<file path="src/rtl/irq_pkg.sv">
// rtl/irq_pkg.sv - shared constants and state type for the interrupt front-end
package irq_pkg;

  localparam int N_IRQ = 16;
  localparam int ID_W  = 4;

  typedef enum logic [1:0] {
    IDLE    = 2'd0,
    REQ     = 2'd1,
    SERVICE = 2'd2
  } state_t;

endpackage

</file>
<file path="src/rtl/irq_sync_edge.sv">
// rtl/irq_sync_edge.sv - single request line synchroniser with rising-edge detect
module irq_sync_edge #(
  parameter int SYNC_STAGES = 2
) (
  input  logic clk,
  input  logic rst_n,
  input  logic req,
  output logic level,
  output logic rise
);

  logic [SYNC_STAGES-1:0] sync_q;
  logic                   hist_q;
  // Fills with ones after reset; the top bit says both sync and history hold post-reset samples.
  logic [SYNC_STAGES:0]   armed_q;

  // Synchroniser chain, edge-history flop and post-reset arming shift register.
  always_ff @(posedge clk or negedge rst_n) begin
    if (!rst_n) begin
      sync_q  <= '0;
      hist_q  <= 1'b0;
      armed_q <= '0;
    end else begin
      sync_q  <= {sync_q[SYNC_STAGES-2:0], req};
      hist_q  <= sync_q[SYNC_STAGES-1];
      armed_q <= {armed_q[SYNC_STAGES-1:0], 1'b1};
    end
  end

  assign level = sync_q[SYNC_STAGES-1];
  // A line already high when reset releases is taken as its baseline level, not as an edge.
  assign rise  = level & ~hist_q & armed_q[SYNC_STAGES];

endmodule

</file>
<file path="src/rtl/irq_pending_ctrl.sv">
// rtl/irq_pending_ctrl.sv - pending capture, mask and CPU handshake ahead of the priority encoder
module irq_pending_ctrl
  import irq_pkg::*;
#(
  parameter int SYNC_STAGES = 2,
  parameter int EDGE_MODE   = 1
) (
  input  logic             clk,
  input  logic             rst_n,
  input  logic [N_IRQ-1:0] req_i,
  input  logic [N_IRQ-1:0] mask_i,
  output logic [N_IRQ-1:0] w_o,
  input  logic [ID_W-1:0]  y_i,
  input  logic             z_i,
  output logic             irq_o,
  output logic [ID_W-1:0]  irq_id_o,
  input  logic             ack_i,
  input  logic             eoi_i,
  output logic             in_service_o
);

  state_t           state_q;
  logic [N_IRQ-1:0] level;
  logic [N_IRQ-1:0] rise;
  logic [N_IRQ-1:0] pending_q;
  logic [N_IRQ-1:0] pending;
  logic [N_IRQ-1:0] clr;
  logic             ack_take;

  for (genvar i = 0; i < N_IRQ; i++) begin : g_line
    irq_sync_edge #(
      .SYNC_STAGES(SYNC_STAGES)
    ) u_sync (
      .clk  (clk),
      .rst_n(rst_n),
      .req  (req_i[i]),
      .level(level[i]),
      .rise (rise[i])
    );
  end

  // Only an acknowledge taken in REQ retires the presented line.
  assign ack_take = (state_q == REQ) && ack_i;
  assign clr      = ack_take ? ({{(N_IRQ-1){1'b0}}, 1'b1} << irq_id_o) : '0;

  // Sticky pending: a new edge in the same cycle as the clear keeps the bit set.
  always_ff @(posedge clk or negedge rst_n) begin
    if (!rst_n) begin
      pending_q <= '0;
    end else begin
      pending_q <= (pending_q & ~clr) | rise;
    end
  end

  assign pending = (EDGE_MODE != 0) ? pending_q : level;
  assign w_o     = pending & mask_i;

  // One interrupt at a time: present, wait for ack, hold in service until eoi.
  always_ff @(posedge clk or negedge rst_n) begin
    if (!rst_n) begin
      state_q      <= IDLE;
      irq_o        <= 1'b0;
      irq_id_o     <= '0;
      in_service_o <= 1'b0;
    end else begin
      case (state_q)
        IDLE: begin
          if (z_i) begin
            irq_id_o <= y_i;
            irq_o    <= 1'b1;
            state_q  <= REQ;
          end
        end
        REQ: begin
          if (ack_i) begin
            irq_o        <= 1'b0;
            in_service_o <= 1'b1;
            state_q      <= SERVICE;
          end
        end
        SERVICE: begin
          if (eoi_i) begin
            in_service_o <= 1'b0;
            state_q      <= IDLE;
          end
        end
        default: state_q <= IDLE;
      endcase
    end
  end

endmodule

</file>
<file path="config.mk">
export PLATFORM = sky130hd
export DESIGN_NAME = irq_pending_ctrl
export DESIGN_NICKNAME = d
export VERILOG_FILES = /design/src/rtl/irq_pkg.sv /design/src/rtl/irq_sync_edge.sv /design/src/rtl/irq_pending_ctrl.sv
export SDC_FILE = /design/constraint.sdc
export NUM_CORES = 1
export LEC_CHECK = 0
export BUFFER_PORTS_ARGS = -buffer_cell sky130_fd_sc_hd__buf_2
export CAP_MARGIN = 5
export CORE_UTILIZATION = 55
export DETAILED_ROUTE_END_ITERATION = 12
export PLACE_DENSITY = 0.82
export SLEW_MARGIN = 40
export SYNTH_ARGS = -nofsm -noshare
export SYNTH_HDL_FRONTEND = slang
export SYNTH_SLANG_ARGS = --single-unit
</file>
<file path="constraint.sdc">
create_clock -name clk -period 2.4 [get_ports clk]
set_clock_uncertainty 0.2 [all_clocks]
set_input_delay 0.12 -clock clk [delete_from_list [all_inputs] [get_ports clk]]
set_output_delay 0.12 -clock clk [all_outputs]
set_load 0.05 [all_outputs]
</file>
==> results.md <==
* Vias in the first global route at 1650
* Max-Cap Viols at 0
* Setup bufs post-CTS at 0
* Post-route insts no fill at 324
* H-tree depth at 3
* Clk sinks at 75
* Setup WS pre-CTS at 0.7298 ns
* TritonCTS Buffers at 9
* Die area at 4823 sq um
* RePlAce Congestion at 0.7503
* Post-CTS Hold Buffers at 26
* Area Growth Syn to Fin at 32.75%
* Leakage power at 1.472 nW
* Via density at 4.923
* First-pass GRT wire length at 7.438 mm
* Residual DRC at 0
* Crit path kind: reg2reg
* Fin. max-slew vios at 0
* Worst-Margin Slew at 0.6410 ns
* Initial core utilization at 57.47%
* EDFF count, synth at 0
* Grt total ovfl at 0
* Worst hold path type: in2async
* Post-synth cell types at 23
* Comb pwr share at 24.1%
* HPWL after detailed placement at 2.669 mm
* Reg power frac at 47.6%
* Clock power share at 28.3%
* Worst-path clk slew at 0.08 ns
* Clk_lat worst skew at 0.34 ns
* Die width at 69.45 um
* Site Rows at 24
* Syn avg cell area at 14.46 sq um
* Req. time, crit path at 2.42 ns
* Count of boundary I/O pins at 63
* Clock Tree Root: clkbuf_8
* #FFs+latches synth at 75
* Startpoint Class: register
* Endpoints failing hold at 0
* CTS tree: yes
* Post-synth ARST share at 100.0%
* Via count at 1595
* Status: completed
* Final setup violation count at 0
* DR WL/cell at 13.59 um
* Fmax at 0.5871 GHz
* Netlist Area Pre-Place at 2502 sq um
* Inst Count DP at 282
* Synth area leaders: dfrtp_1 (75%), nand3b_1 (5.1%), and2_1 (4.0%)
* Layout cells sized above 1 at 30.88%
* Period utilisation layout at 70.96%
* Largest net degree at the start of global routing at 76
* Critical path peak fanout at 9
* Routed WL at 4.404 mm
* Synth cell count leaders: dfrtp_1 (75), nand2_1 (17), nand3b_1 (17)
* CTS max path bufs at 2
* Router iterations before antenna repair at 4
* Leading area contributor after synthesis: dfrtp_1
* Syn nets at 214
* Critical Path Sink Type: register
* Share of the synthesized area in the top cell type at 75.00%
* Sequential element share of the synthesized area at 75.00%
* NetSw at 0.001151 W
* Yosys warning total at 0
* Nets@finish at 308
* Setup TNS at 0 ns
* Most frequent cell after synthesis: dfrtp_1
* WP data arrival at 1.73 ns
* Fin area at 3322 sq um
* PD cells at 1015 nW/um^2
* Sw Ratio at 34.15%
* Post-cts resize count at 0
* Core area at 4354 sq um
* Antenna violations before repair at 0
* Total power draw at 0.003372 W
* Final worst path period need at 1.703 ns
* N_diodes at 0
* Starting DRT DRC Count at 107
* Primary FF master, synth: dfrtp_1
* Internal power at 0.002220 W
* GRT Total Usage at 20.84%
* PortBufs at 62
* Antenna viol nets, final at 0
* RSZ-0062 raised after global routing: false
* Relative slew margins at 57.27%
* Die height at 69.45 um
* Syn Inst Count at 173
* Worst VDD drop at 0.5496 mV
* Post-route setup slack at 0.6968 ns
* DP Area at 2858 sq um
[per-stage QoR]
step	util, %	hold slack (ns)
floorplan	-	-0.3756
global placement	65.55	0.02805
detailed placement	65.63	-0.02793
CTS	76.29	0.1509
global route	76.29	0.1501
finish	76.29	0.1441
[layout make-up]
class	count	area (sq um)
Multi-Input combinational cell	90	588.1
Inverter	3	11.26
Sequential cell	75	1877
Tap cell	52	65.06
Timing Repair Buffer	88	576.8
Clock inverter	5	62.56
Clock buffer	11	141.4
Fill cell	268	1032
[routing by layer]
metal  part of all wire, %  vias to the layer above  track usage (%)
li1                      -                      769                -
met1                    44                      770            25.57
met2                    50                       46            33.98
met3                   4.1                       10            4.360
met4                   2.3                        0            12.93
met5                     0                        -                0
[cell families (layout without fill, tap and decap cells)]
group / count (synthesis) / count (layout) / share of synthesized area [%]
AND/OR/NAND/NOR: 60 / 60 / 15.45
flip-flops: 75 / 75 / 75.00
multiplexers: 5 / 5 / 2.200
buffers and inverters: 8 / 107 / 1.500
AO/OA/AOI/OAI: 24 / 24 / 5.700
other: 1 / 1 / 0.1499
[power by group through the flow]
stage	clock (W)	sequential [W]	combinational (W)
after floorplan	0	0.00170	0.000480
after global placement	0	0.00162	0.000757
after detailed placement	0	0.00163	0.000770
after CTS	0.000976	0.00161	0.000814
after global routing	0.00102	0.00164	0.000870
final	0.000953	0.00161	0.000813
[placed cells by master, fill, tap and decap left out, types with 2 or more instances in the layout]
cell           synthesis  layout
dfrtp_1               75      75
buf_2                  3      61
dlygate4sd3_1          0      26
nand2_1               17      17
nand3b_1              17      17
and2_1                16      16
o21ai_0               15      15
clkbuf_8               0      10
o31ai_1                6       6
mux2_2                 4       4
inv_1                  3       3
nand3_1                2       2
nand2b_1               2       2
a21oi_1                2       2
clkinvlp_4             0       2
clkinv_4               0       2
[flip-flops by register name (all words and copies together) (netlist names)]
signal and cells:
g_line.u_sync.sync_q 32, irq_o 1, g_line.u_sync.armed_q 3, g_line.u_sync.hist_q 16, in_service_o 1, pending 16, irq_id_o 4, state_q 2
[critical path, cell delays in order, from the launching register on]
cell	delay [ns]
dfrtp_1	0.56
nand4bb_1	0.39
o31ai_1	0.35
nand2_1	0.09
[path summary, 6_finish.rpt]
| check | cells after the start | start | slack (ns) | endpoint |
|---|---|---|---|---|
| worst max-delay path | 3 | state_q[0] | 0.70 | pending[1] |
| worst min-delay path | 2 | rst_n | 0.14 | g_line[9].u_sync.hist_q |
| worst max register to register | 3 | state_q[0] | 0.70 | pending[1] |
| worst min register to register | 0 | g_line[2].u_sync.sync_q[0] | 0.15 | g_line[2].u_sync.sync_q[1] |
| max in group asynchronous | 2 | rst_n | 1.40 | g_line[0].u_sync.armed_q[2] |
| min in group clk | 0 | g_line[2].u_sync.sync_q[0] | 0.15 | g_line[2].u_sync.sync_q[1] |
Power figures use the tool's default switching activity.
